File: config.mk
export PLATFORM = sky130hd
export DESIGN_NAME = rs_ooo_flat
export DESIGN_NICKNAME = d
export VERILOG_FILES = /design/src/rtl/rs_ooo_pkg.sv /design/src/rtl/rs_ooo_if.sv /design/src/rtl/rs_ooo_age_select.sv /design/src/rtl/rs_ooo.sv /design/src/flat_wrapper.sv
export SDC_FILE = /design/constraint.sdc
export NUM_CORES = 1
export LEC_CHECK = 0
export CORE_ASPECT_RATIO = 0.8
export CORE_MARGIN = 2
export CORE_UTILIZATION = 60
export DETAILED_ROUTE_END_ITERATION = 8
export PLACE_DENSITY_LB_ADDON = 0.3
export SYNTH_ARGS = -nofsm -noshare
export SYNTH_HDL_FRONTEND = slang
export SYNTH_SLANG_ARGS = --single-unit
File: constraint.sdc
create_clock -name clock -period 7.2 [get_ports clock]
set_input_delay 2.16 -clock clock [delete_from_list [all_inputs] [get_ports clock]]
set_output_delay 2.16 -clock clock [all_outputs]
set_load 0.01 [all_outputs]
File: src/rtl/rs_ooo_pkg.sv
// Shared types for the out-of-order reservation station: physical-register tags,
// issue packets and the per-entry storage record.
package rs_ooo_pkg;

  localparam int unsigned PREG_W = 6;

  typedef struct packed {
    logic              valid;
    logic [PREG_W-1:0] phys_reg;
    logic              ready;
  } TAG;

  typedef struct packed {
    logic [15:0] pc;
    logic [7:0]  opcode;
    TAG          t;
    TAG          t1;
    TAG          t2;
  } ID_IS_PACKET;

  typedef struct packed {
    logic        busy;
    logic        issued;
    ID_IS_PACKET pkt;
  } RS_OOO_ENTRY;

  // An absent source operand never blocks issue.
  function automatic logic operands_ready(input ID_IS_PACKET p);
    return (!p.t1.valid || p.t1.ready) && (!p.t2.valid || p.t2.ready);
  endfunction

endpackage

File: src/rtl/rs_ooo_if.sv
// Dispatch / wakeup / issue / remove bundle between the pipeline and the reservation station.
interface rs_ooo_if import rs_ooo_pkg::*; #(
  parameter int unsigned RS_SZ   = 8,
  parameter int unsigned NUM_CDB = 2
) ();
  localparam int unsigned IDX_W = $clog2(RS_SZ);
  localparam int unsigned CNT_W = $clog2(RS_SZ + 1);

  TAG [NUM_CDB-1:0] cdb;
  ID_IS_PACKET      dispatch_packet;
  logic             dispatch_en;
  logic [IDX_W-1:0] dispatch_idx;
  logic             full;
  logic [CNT_W-1:0] free_count;
  ID_IS_PACKET      issue_packet;
  logic [IDX_W-1:0] issue_idx;
  logic             issue_valid;
  logic             issue_ready;
  logic [IDX_W-1:0] remove_idx;
  logic             remove_en;
  logic             flush;

  modport master (
    output cdb, dispatch_packet, dispatch_en, issue_ready, remove_idx, remove_en, flush,
    input  dispatch_idx, full, free_count, issue_packet, issue_idx, issue_valid
  );

  modport slave (
    input  cdb, dispatch_packet, dispatch_en, issue_ready, remove_idx, remove_en, flush,
    output dispatch_idx, full, free_count, issue_packet, issue_idx, issue_valid
  );

endinterface

File: src/rtl/rs_ooo_age_select.sv
// Age matrix with oldest-ready picker; age[i][j]=1 means entry i is older than entry j.
module rs_age_select #(
  parameter int unsigned RS_SZ = 8,
  parameter int unsigned IDX_W = $clog2(RS_SZ)
) (
  input  logic             clock,
  input  logic             reset,
  input  logic             flush,
  input  logic [RS_SZ-1:0] ready,
  input  logic [RS_SZ-1:0] alloc,
  input  logic [RS_SZ-1:0] free,
  output logic [RS_SZ-1:0] grant,
  output logic [IDX_W-1:0] grant_idx,
  output logic             grant_valid
);

  logic [RS_SZ-1:0] age [RS_SZ];
  logic [RS_SZ-1:0] blocked;

  // A new entry gets an all-zero row and a set column, making it younger than everyone;
  // stale bits against idle entries are rewritten when those entries are allocated.
  always_ff @(posedge clock) begin
    if (reset || flush) begin
      for (int unsigned i = 0; i < RS_SZ; i++) age[i] <= '0;
    end else begin
      for (int unsigned i = 0; i < RS_SZ; i++) begin
        for (int unsigned j = 0; j < RS_SZ; j++) begin
          if (alloc[i])                age[i][j] <= 1'b0;
          else if (alloc[j])           age[i][j] <= 1'b1;
          else if (free[i] || free[j]) age[i][j] <= 1'b0;
        end
      end
    end
  end

  always_comb begin
    blocked   = '0;
    grant     = '0;
    grant_idx = '0;
    for (int unsigned i = 0; i < RS_SZ; i++) begin
      for (int unsigned j = 0; j < RS_SZ; j++) begin
        if (ready[j] && age[j][i]) blocked[i] = 1'b1;
      end
      grant[i] = ready[i] && !blocked[i];
      if (grant[i]) grant_idx = IDX_W'(i);
    end
    grant_valid = |ready;
  end

endmodule

File: src/rtl/rs_ooo.sv
// R10K-style reservation station: associative entries, CDB tag wakeup with same-cycle
// dispatch capture, oldest-ready issue over valid/ready, per-index removal and flush.
module rs_ooo import rs_ooo_pkg::*; #(
  parameter int unsigned RS_SZ   = 8,
  parameter int unsigned NUM_CDB = 2
) (
  input logic     clock,
  input logic     reset,
  rs_ooo_if.slave bus
);

  localparam int unsigned IDX_W = $clog2(RS_SZ);
  localparam int unsigned CNT_W = $clog2(RS_SZ + 1);

  RS_OOO_ENTRY      entries     [RS_SZ];
  RS_OOO_ENTRY      entries_nxt [RS_SZ];
  logic [RS_SZ-1:0] busy;
  logic [RS_SZ-1:0] rdy;
  logic [RS_SZ-1:0] alloc;
  logic [RS_SZ-1:0] free;
  logic [RS_SZ-1:0] grant;
  logic [IDX_W-1:0] grant_idx;
  logic             grant_valid;
  logic [IDX_W-1:0] free_idx;
  logic [CNT_W-1:0] free_cnt;
  logic             dispatch_fire;
  logic             issue_fire;

  function automatic logic cdb_hit(input TAG t, input TAG [NUM_CDB-1:0] c);
    logic hit;
    hit = 1'b0;
    for (int unsigned k = 0; k < NUM_CDB; k++) begin
      if (t.valid && c[k].valid && (t.phys_reg == c[k].phys_reg)) hit = 1'b1;
    end
    return hit;
  endfunction

  always_comb begin
    free_idx = '0;
    free_cnt = '0;
    for (int unsigned i = 0; i < RS_SZ; i++) begin
      busy[i] = entries[i].busy;
      rdy[i]  = entries[i].busy && !entries[i].issued && operands_ready(entries[i].pkt);
      if (!entries[i].busy) free_cnt = free_cnt + CNT_W'(1);
    end
    for (int unsigned i = RS_SZ; i > 0; i--) begin
      if (!busy[i-1]) free_idx = IDX_W'(i - 1);
    end
  end

  assign dispatch_fire = bus.dispatch_en && !(&busy) && !bus.flush;
  assign issue_fire    = grant_valid && bus.issue_ready;

  always_comb begin
    for (int unsigned i = 0; i < RS_SZ; i++) begin
      alloc[i] = dispatch_fire && (free_idx == IDX_W'(i));
      free[i]  = bus.remove_en && (bus.remove_idx == IDX_W'(i)) && busy[i];
    end
  end

  // Remove is applied after issue so a same-index accept+remove frees the entry;
  // alloc only targets idle entries, so it never collides with remove.
  always_comb begin
    for (int unsigned i = 0; i < RS_SZ; i++) begin
      entries_nxt[i] = entries[i];
      if (entries[i].busy) begin
        if (cdb_hit(entries[i].pkt.t1, bus.cdb)) entries_nxt[i].pkt.t1.ready = 1'b1;
        if (cdb_hit(entries[i].pkt.t2, bus.cdb)) entries_nxt[i].pkt.t2.ready = 1'b1;
      end
      if (issue_fire && grant[i]) entries_nxt[i].issued = 1'b1;
      if (free[i]) begin
        entries_nxt[i].busy   = 1'b0;
        entries_nxt[i].issued = 1'b0;
      end
      if (alloc[i]) begin
        entries_nxt[i].busy        = 1'b1;
        entries_nxt[i].issued      = 1'b0;
        entries_nxt[i].pkt         = bus.dispatch_packet;
        entries_nxt[i].pkt.t1.ready = bus.dispatch_packet.t1.ready
                                      | cdb_hit(bus.dispatch_packet.t1, bus.cdb);
        entries_nxt[i].pkt.t2.ready = bus.dispatch_packet.t2.ready
                                      | cdb_hit(bus.dispatch_packet.t2, bus.cdb);
      end
    end
  end

  always_ff @(posedge clock) begin
    if (reset || bus.flush) begin
      for (int unsigned i = 0; i < RS_SZ; i++) entries[i] <= '0;
    end else begin
      entries <= entries_nxt;
    end
  end

  rs_age_select #(
    .RS_SZ (RS_SZ),
    .IDX_W (IDX_W)
  ) u_age (
    .clock       (clock),
    .reset       (reset),
    .flush       (bus.flush),
    .ready       (rdy),
    .alloc       (alloc),
    .free        (free),
    .grant       (grant),
    .grant_idx   (grant_idx),
    .grant_valid (grant_valid)
  );

  assign bus.dispatch_idx = free_idx;
  assign bus.full         = &busy;
  assign bus.free_count   = free_cnt;
  assign bus.issue_valid  = grant_valid;
  assign bus.issue_idx    = grant_idx;
  assign bus.issue_packet = entries[grant_idx].pkt;

endmodule

File: src/flat_wrapper.sv
// flat-port wrapper written by rule: the top's interface ports become plain ports
module rs_ooo_flat import rs_ooo_pkg::*;
#(
  parameter int unsigned RS_SZ   = 8,
  parameter int unsigned NUM_CDB = 2
)
  (clock, reset, bus_cdb, bus_dispatch_packet, bus_dispatch_en, bus_issue_ready, bus_remove_idx, bus_remove_en, bus_flush, bus_dispatch_idx, bus_full, bus_free_count, bus_issue_packet, bus_issue_idx, bus_issue_valid);
  rs_ooo_if #(.RS_SZ(RS_SZ), .NUM_CDB(NUM_CDB)) bus_i ();
  input logic clock;
  input logic reset;
  input wire logic [$bits(bus_i.cdb)-1:0] bus_cdb;
  input wire logic [$bits(bus_i.dispatch_packet)-1:0] bus_dispatch_packet;
  input wire logic [$bits(bus_i.dispatch_en)-1:0] bus_dispatch_en;
  input wire logic [$bits(bus_i.issue_ready)-1:0] bus_issue_ready;
  input wire logic [$bits(bus_i.remove_idx)-1:0] bus_remove_idx;
  input wire logic [$bits(bus_i.remove_en)-1:0] bus_remove_en;
  input wire logic [$bits(bus_i.flush)-1:0] bus_flush;
  output wire logic [$bits(bus_i.dispatch_idx)-1:0] bus_dispatch_idx;
  output wire logic [$bits(bus_i.full)-1:0] bus_full;
  output wire logic [$bits(bus_i.free_count)-1:0] bus_free_count;
  output wire logic [$bits(bus_i.issue_packet)-1:0] bus_issue_packet;
  output wire logic [$bits(bus_i.issue_idx)-1:0] bus_issue_idx;
  output wire logic [$bits(bus_i.issue_valid)-1:0] bus_issue_valid;
  assign bus_i.cdb = bus_cdb;
  assign bus_i.dispatch_packet = bus_dispatch_packet;
  assign bus_i.dispatch_en = bus_dispatch_en;
  assign bus_i.issue_ready = bus_issue_ready;
  assign bus_i.remove_idx = bus_remove_idx;
  assign bus_i.remove_en = bus_remove_en;
  assign bus_i.flush = bus_flush;
  assign bus_dispatch_idx = bus_i.dispatch_idx;
  assign bus_full = bus_i.full;
  assign bus_free_count = bus_i.free_count;
  assign bus_issue_packet = bus_i.issue_packet;
  assign bus_issue_idx = bus_i.issue_idx;
  assign bus_issue_valid = bus_i.issue_valid;
  rs_ooo #(.RS_SZ(RS_SZ), .NUM_CDB(NUM_CDB)) u_core (.clock(clock), .reset(reset), .bus(bus_i));
endmodule
Yosys cells after proc, flatten, opt, wreduce, memory -nomap -nowiden
Memories as Yosys holds them, arrays and structs flattened.
Index checks and enable logic that the tools add are counted.
{ "word_totals": {"out_inout_bits": 60, "ramBits": 64, "mem_count": 1, "register_bits": 400} }
{ "mem_list": {"columns": ["name", "depth", "word_bits", "read_ports", "rd_ports_with_merged_regs", "wr", "line_no", "rtl"], "rows": [
  ["u_core.u_age.age", 8, 8, 8, 0, 8, "rs_ooo_age_select.sv:17", "logic [RS_SZ-1:0] age [RS_SZ];"]
]} }
{ "op_classes": {"mux": 876, "eq_ne": 50, "n_bitwise": 201, "reduce_logical": 342, "magnitude_cmp": 1, "n_addsub": 7} }
{ "op_table": {"columns": ["cell", "count"], "rows": [
  ["$mux 1", 836],
  ["$mux 50", 8],
  ["$eq 6x6->1", 36],
  ["$logic_and 1x1->1", 203],
  ["$or 1x1->1", 200],
  ["$bmux 50 s3", 1],
  ["$mux 48", 2],
  ["$reduce_bool 2->1", 32],
  ["$logic_or 1x1->1", 45],
  ["$mux 3", 14],
  ["$logic_not 1->1", 34],
  ["$reduce_and 2->1", 16],
  ["$mux 4", 7],
  ["$add 4x1->4 const B", 6],
  ["$eq 3x3->1 const B", 8],
  ["$reduce_or 3->1", 8],
  ["$mux 2", 8],
  ["$eq 3x2->1 const B", 4],
  ["$reduce_and 8->1", 1],
  ["$reduce_or 8->1", 1],
  ["$eq 3x1->1 const B", 2],
  ["$logic_not 3->1", 2],
  ["$ge 4x4->1 const B", 1],
  ["$not 3->4", 1],
  ["$add 1x1->2 const B", 1]
]} }

Longest topological paths before layout
Gate-level depths: netlist of the first run.
{ "depth": {"ltp_word": 26, "ltp_mapped": 19, "depth_no_buf": 18} }

Hierarchy
A second synthesis of the first run with hierarchy kept.
{ "hier_totals": {"hier_cells": 2725, "hier_area_um2": 23378.7} }
{ "modules_own_cells": {"columns": ["mod", "cells_per_inst", "seq_area_each_um2", "area_per_inst_um2", "n_inst"], "rows": [
  ["rs_ooo", 2463, 8007.7, 20484.6, 1],
  ["rs_age_select", 262, 1681.6, 2894.0, 1]
]} }

Least setup slack after synthesis of the first run
OpenSTA, ideal clock, no wires.
{ "synth_timing": {"path_type": "reg2out", "start": "register u_core.entries (netlist bit u_core.busy[0])", "end": "output port bus_free_count[1]", "path_slack_ns": 1.395, "arrival_time_ns": 3.645, "required_time_ns": 5.040, "n_path_buf": 0, "stages_incl_launch_ff": 16, "path_cell_list": "dfxtp_1 inv_1 ha_1 xnor2_1 ha_1 mux2i_1 inv_1 ha_1 nor2_1 a21oi_1 ha_1 mux2_2 ha_1 mux2_2 ha_1 mux2_2"} }
{ "synth_between": {"elab_chain_cells": 15} }
{ "synth_lines": {"columns": ["element", "line_no", "rtl"], "rows": [
  ["from (decl)", "rs_ooo.sv:15", "RS_OOO_ENTRY entries [RS_SZ];"],
  ["from (signal assigned)", "rs_ooo.sv:91", "entries <= entries_nxt;"],
  ["$mux 1 (*)", "rs_ooo.sv:44", "if (!entries[i].busy) free_cnt = free_cnt + CNT_W'(1);"],
  ["$add 1x1->2", "rs_ooo.sv:44", null],
  ["$mux 4 (*)", "rs_ooo.sv:44", null],
  ["$add 4x1->4", "rs_ooo.sv:44", null],
  ["$mux 4 (*)", "rs_ooo.sv:44", null],
  ["$add 4x1->4", "rs_ooo.sv:44", null],
  ["$mux 4 (*)", "rs_ooo.sv:44", null],
  ["$add 4x1->4", "rs_ooo.sv:44", null],
  ["$mux 4 (*)", "rs_ooo.sv:44", null],
  ["$add 4x1->4", "rs_ooo.sv:44", null],
  ["$mux 4 (*)", "rs_ooo.sv:44", null],
  ["$add 4x1->4", "rs_ooo.sv:44", null],
  ["$mux 4 (*)", "rs_ooo.sv:44", null],
  ["$add 4x1->4", "rs_ooo.sv:44", null],
  ["$mux 4 (*)", "rs_ooo.sv:44", null],
  ["to (decl)", "flat_wrapper.sv:20", "output wire logic [$bits(bus_i.free_count)-1:0] bus_free_count;"]
]} }
Mark *: on every way between the ends. The rest lies on a longest branch, timed or not.

Worst setup path in the final report of the first run
{ "layout_timing": {"start": "register u_core.entries[165] (netlist name)", "end": "output port bus_issue_packet[15]"} }
{ "layout_between": {"elab_chain_cells": 22, "word_cells_on_any_way": 64} }
{ "layout_lines": {"columns": ["element", "line_no", "rtl"], "rows": [
  ["$logic_not 1->1", "rs_ooo_pkg.sv:29", "return (!p.t1.valid || p.t1.ready) && (!p.t2.valid || p.t2.ready);"],
  ["$logic_or 1x1->1", "rs_ooo_pkg.sv:29", null],
  ["$logic_and 1x1->1", "rs_ooo_pkg.sv:29", null],
  ["$logic_and 1x1->1", "rs_ooo.sv:43", "rdy[i] = entries[i].busy && !entries[i].issued && operands_ready(entries[i].pkt);"],
  ["$logic_and 1x1->1", "rs_ooo_age_select.sv:42", "if (ready[j] && age[j][i]) blocked[i] = 1'b1;"],
  ["$mux 1 (4 in a row)", "rs_ooo_age_select.sv:42", null],
  ["$logic_not 1->1", "rs_ooo_age_select.sv:44", "grant[i] = ready[i] && !blocked[i];"],
  ["$logic_and 1x1->1", "rs_ooo_age_select.sv:44", null],
  ["$mux 1", "rs_ooo_age_select.sv:45", "if (grant[i]) grant_idx = IDX_W'(i);"],
  ["$mux 3 (6 in a row)", "rs_ooo_age_select.sv:45", null],
  ["$not 3->4 (not written as such)", "rs_ooo.sv:115", "assign bus.issue_packet = entries[grant_idx].pkt;"],
  ["$bmux 50 s3 (*)", "rs_ooo.sv:115", null],
  ["$mux 48 (not written as such) (*) (2 in a row)", "rs_ooo.sv:115", null],
  ["to (decl)", "flat_wrapper.sv:21", "output wire logic [$bits(bus_i.issue_packet)-1:0] bus_issue_packet;"]
]} }
Mark *: on every way between the ends. The rest lies on a longest branch, timed or not. The select of a mux whose other input is x is not followed.

==> results of run 1 <==
-- layout make-up --
class | count | area [um2]
multi-input combinational | 2591 | 14100
fill | 3353 | 13600
clock inverter | 17 | 218
timing repair buffer | 205 | 2030
tap | 552 | 691
sequential | 456 | 9690
clock buffer | 68 | 1390
inverter | 14 | 52.6
antenna | 3 | 7.51
-- worst max-delay path by stage --
| stage | from | endpoint | slack (ns) | cells after the start |
|---|---|---|---|---|
| finish | u_core.entries[165] | bus_issue_packet[15] | 0.04 | 10 |
| CTS | u_core.busy[2] | bus_issue_packet[23] | 0.001 | 11 |
| global placement | u_core.busy[2] | bus_issue_packet[23] | 0.73 | 11 |
| detailed placement | u_core.busy[2] | bus_issue_packet[47] | 0.67 | 11 |
| floorplan | u_core.busy[0] | bus_free_count[1] | 1.39 | 15 |
| global route | u_core.busy[0] | bus_free_count[2] | 0.02 | 17 |
-- where the power goes --
part	internal [uW]	switching (uW)
logic	143	243
clock network	1510	1060
registers	2590	10.6
-- state kept, by name (all words and copies together) (netlist names) --
signal            flops
u_core.entries      392
u_core.busy           8
u_core.u_age.age     56
-- kinds of logic (layout without fill, tap and decap cells) --
kind of cell | count (synthesis) | count (layout) | share of synthesized area
AOI/OAI and AO/OA | 954 | 954 | 0.227
xor gates and xnor gates | 229 | 229 | 0.0791
adders and majority gates | 7 | 7 | 0.00345
buffers and inverters | 388 | 304 | 0.0668
DFF | 456 | 456 | 0.382
muxes | 5 | 5 | 0.00212
other | 0 | 3 | 0
and+or+nand+nor | 1396 | 1396 | 0.239
-- placed cells by master (no fill, tap or decap), drive strengths merged, types with 50 or more instances in the layout --
| cell | count |
|---|---|
| nand2 | 950 |
| a21oi | 533 |
| dfxtp | 400 |
| xnor2 | 155 |
| o21ai | 153 |
| clkdlybuf4s50 | 130 |
| nand3 | 123 |
| and3 | 106 |
| nor2 | 87 |
| buf | 75 |
| xor2 | 74 |
| clkbuf | 68 |
| edfxtp | 56 |
| a21o | 52 |
| o2111ai | 50 |
-- synth_stat cells, types with 9 or more instances --
| cell type | n | area, um2 |
|---|---|---|
| nand2_1 | 948 | 3560 |
| a21oi_1 | 533 | 2670 |
| dfxtp_1 | 400 | 8010 |
| clkbuf_1 | 256 | 961 |
| xnor2_1 | 155 | 1360 |
| o21ai_0 | 145 | 726 |
| nand3_1 | 123 | 616 |
| and3_1 | 106 | 663 |
| nor2_1 | 87 | 327 |
| xor2_1 | 74 | 648 |
| edfxtp_1 | 56 | 1680 |
| a21o_1 | 52 | 390 |
| o2111ai_1 | 50 | 438 |
| buf_2 | 49 | 245 |
| a32oi_1 | 48 | 420 |
| o311a_1 | 48 | 480 |
| buf_4 | 41 | 308 |
| nand4_1 | 34 | 213 |
| buf_1 | 25 | 93.8 |
| nor3_1 | 23 | 115 |
| nor2b_1 | 20 | 125 |
| a22oi_1 | 14 | 105 |
| nor4_1 | 14 | 87.6 |
| inv_1 | 12 | 45.0 |
| o41ai_1 | 12 | 105 |
| nand2b_1 | 10 | 62.6 |
| a211oi_1 | 9 | 67.6 |
-- per-layer routing --
metal / up-vias / share of wire / global-route usage
li1: 11560 / - / -
met1: 12149 / 0.39 / 0.523
met2: 1889 / 0.44 / 0.573
met3: 281 / 0.14 / 0.0926
met4: 2 / 0.041 / 0.167
met5: - / 0.00015 / 0
-- critical path: stages (launching register included) --
cell             delay [ns]
dfxtp_1                0.41
nor2b_1                0.21
nor4b_4                0.71
a22oi_1                0.20
nand4_1                0.46
a211o_2                0.51
buf_4                  0.51
o2111ai_1              0.18
o311a_1                0.17
a32oi_1                0.39
clkdlybuf4s50_1        0.65
-- metrics by stage --
stage | power [uW] | setup slack (ns) | cell area [um2] | hold WS, ns
after global routing | 5680 | 0.0152 | 28200 | 0.465
after global placement | 3020 | 0.729 | 26600 | 0.437
after CTS | 5550 | 0.00150 | 28200 | 0.450
after floorplan | 2900 | 1.39 | 25300 | 0.432
final | 5560 | 0.0405 | 28200 | 0.451
after detailed placement | 3030 | 0.666 | 26600 | 0.442
==> metrics.md, run 1 <==
| Metric | Value |
|---|---|
| Arr. time, crit path | 5.00 ns |
| Slew margin rel. | 0.209 |
| DR pass1 iterations | 8 |
| Global route overflow | 0 |
| Critical Path RT | 5.04 ns |
| Final #Nets | 3395 |
| Fin cells | 3906 |
| Hold Path Class | reg -> reg |
| Register area share after synthesis | 0.382 |
| Worst Hold Path Cells | 2 |
| Max Cap Viol | 0 |
| R2R Path Start | u_core.busy[0] |
| Final hold vios | 0 |
| First-pass GRT wire length | 133000 um |
| Clock buffer depth | 3 |
| RSZ-0062 raised after global routing | false |
| Fin. max-slew vios | 0 |
| Crit path kind | reg -> out |
| Critical path startpoint category | register |
| CTS tree | yes |
| DRC viols | 0 |
| DR WL/cell | 22.3 um |
| Worst slew pin tran | 1.18 ns |
| Post-layout min period | 7.16 ns |
| CP max FO | 35 |
| Clk_lat worst skew | 0.57 ns |
| PostCTS Resize Cnt | 0 |
| Num ports | 133 |
| CTS Sinks | 456 |
| Initial detailed-routing violation count | 4156 |
| Total track usage | 0.383 |
| Post-synthesis cell type count | 63 |
| Worst R2R Setup Slack | 3.56 ns |
| Cell Area, Synth | 25300 um2 |
| Post-synth EDFFs | 56 |
| Vias per inst | 6.63 |
| Hold-fix buffers, CTS | 0 |
| Syn Area/Cell | 7.38 um2 |
| Starting Density | 0.607 |
| Synth async-reset ratio | 0 |
| Hold Path End | u_core.entries[243] |
| Final HPWL DP | 51200 um |
| GP Congestion | 0.957 |
| Period utilisation layout | 0.994 |
| P&R area growth vs syn | 11.2% |
| Leakage | 0.00927 uW |
| Final Util | 0.675 |
| Post-route ant nets | 0 |
| Routed WL | 87000 um |
| Largest net degree at the start of global routing | 149 |
| Layout cells sized above 1 | 0.0582 |
| PwrDens | 197 nW/um2 |
| Synthesis-stage register bit count | 456 |
| Max Fclk | 140 MHz |
| CTS buffer count | 47 |
| Core ar. | 41700 um2 |
| Clock Root Buffer | clkbuf_16 |
| Port Buf Inserts | 130 |
| Post-CTS setup buffer count | 0 |
| Predominant post-synthesis flop cell | dfxtp_1 |
| Vias | 25881 |
| Clk slew on worst S/H paths | 0.06 ns |
| Die height | 188 um |
| Syn Nets | 3515 |
| Row Count | 67 |
| Die width | 234 um |
| Peak VDD IR | 0.160 mV |
| R2R cell count | 10 |
| Die area | 43900 um2 |
| Final setup fails | 0 |
| Critical path endpoint category | output pin |
| Clock Skew | 0.0112 ns |
| Setup TNS | 0 ns |
| H-tree levels | 2 |
| Mapped Cells | 3435 |
| Hold path startpoint | u_core.entries[243] |
| Placed cell count | 3818 |
| Vias in the first global route | 24214 |
| Worst reg2reg endpoint | u_core.u_age.age[0][7] |
| Status | finished clean |
| Syn. warnings | 0 |
| Antenna violations before repair | 4 |
No activity file was read; power rests on OpenSTA's default activity.
==> inputs of run 2 (changes only) <==
--- a/config.mk
+++ b/config.mk
@@ -10,6 +10,7 @@
 export CORE_UTILIZATION = 60
 export DETAILED_ROUTE_END_ITERATION = 8
 export PLACE_DENSITY_LB_ADDON = 0.3
+export SLEW_MARGIN = 10
 export SYNTH_ARGS = -nofsm -noshare
 export SYNTH_HDL_FRONTEND = slang
 export SYNTH_SLANG_ARGS = --single-unit
==> results of run 2 <==
No change in the layout: final DEF, timing and power equal those of run 1.
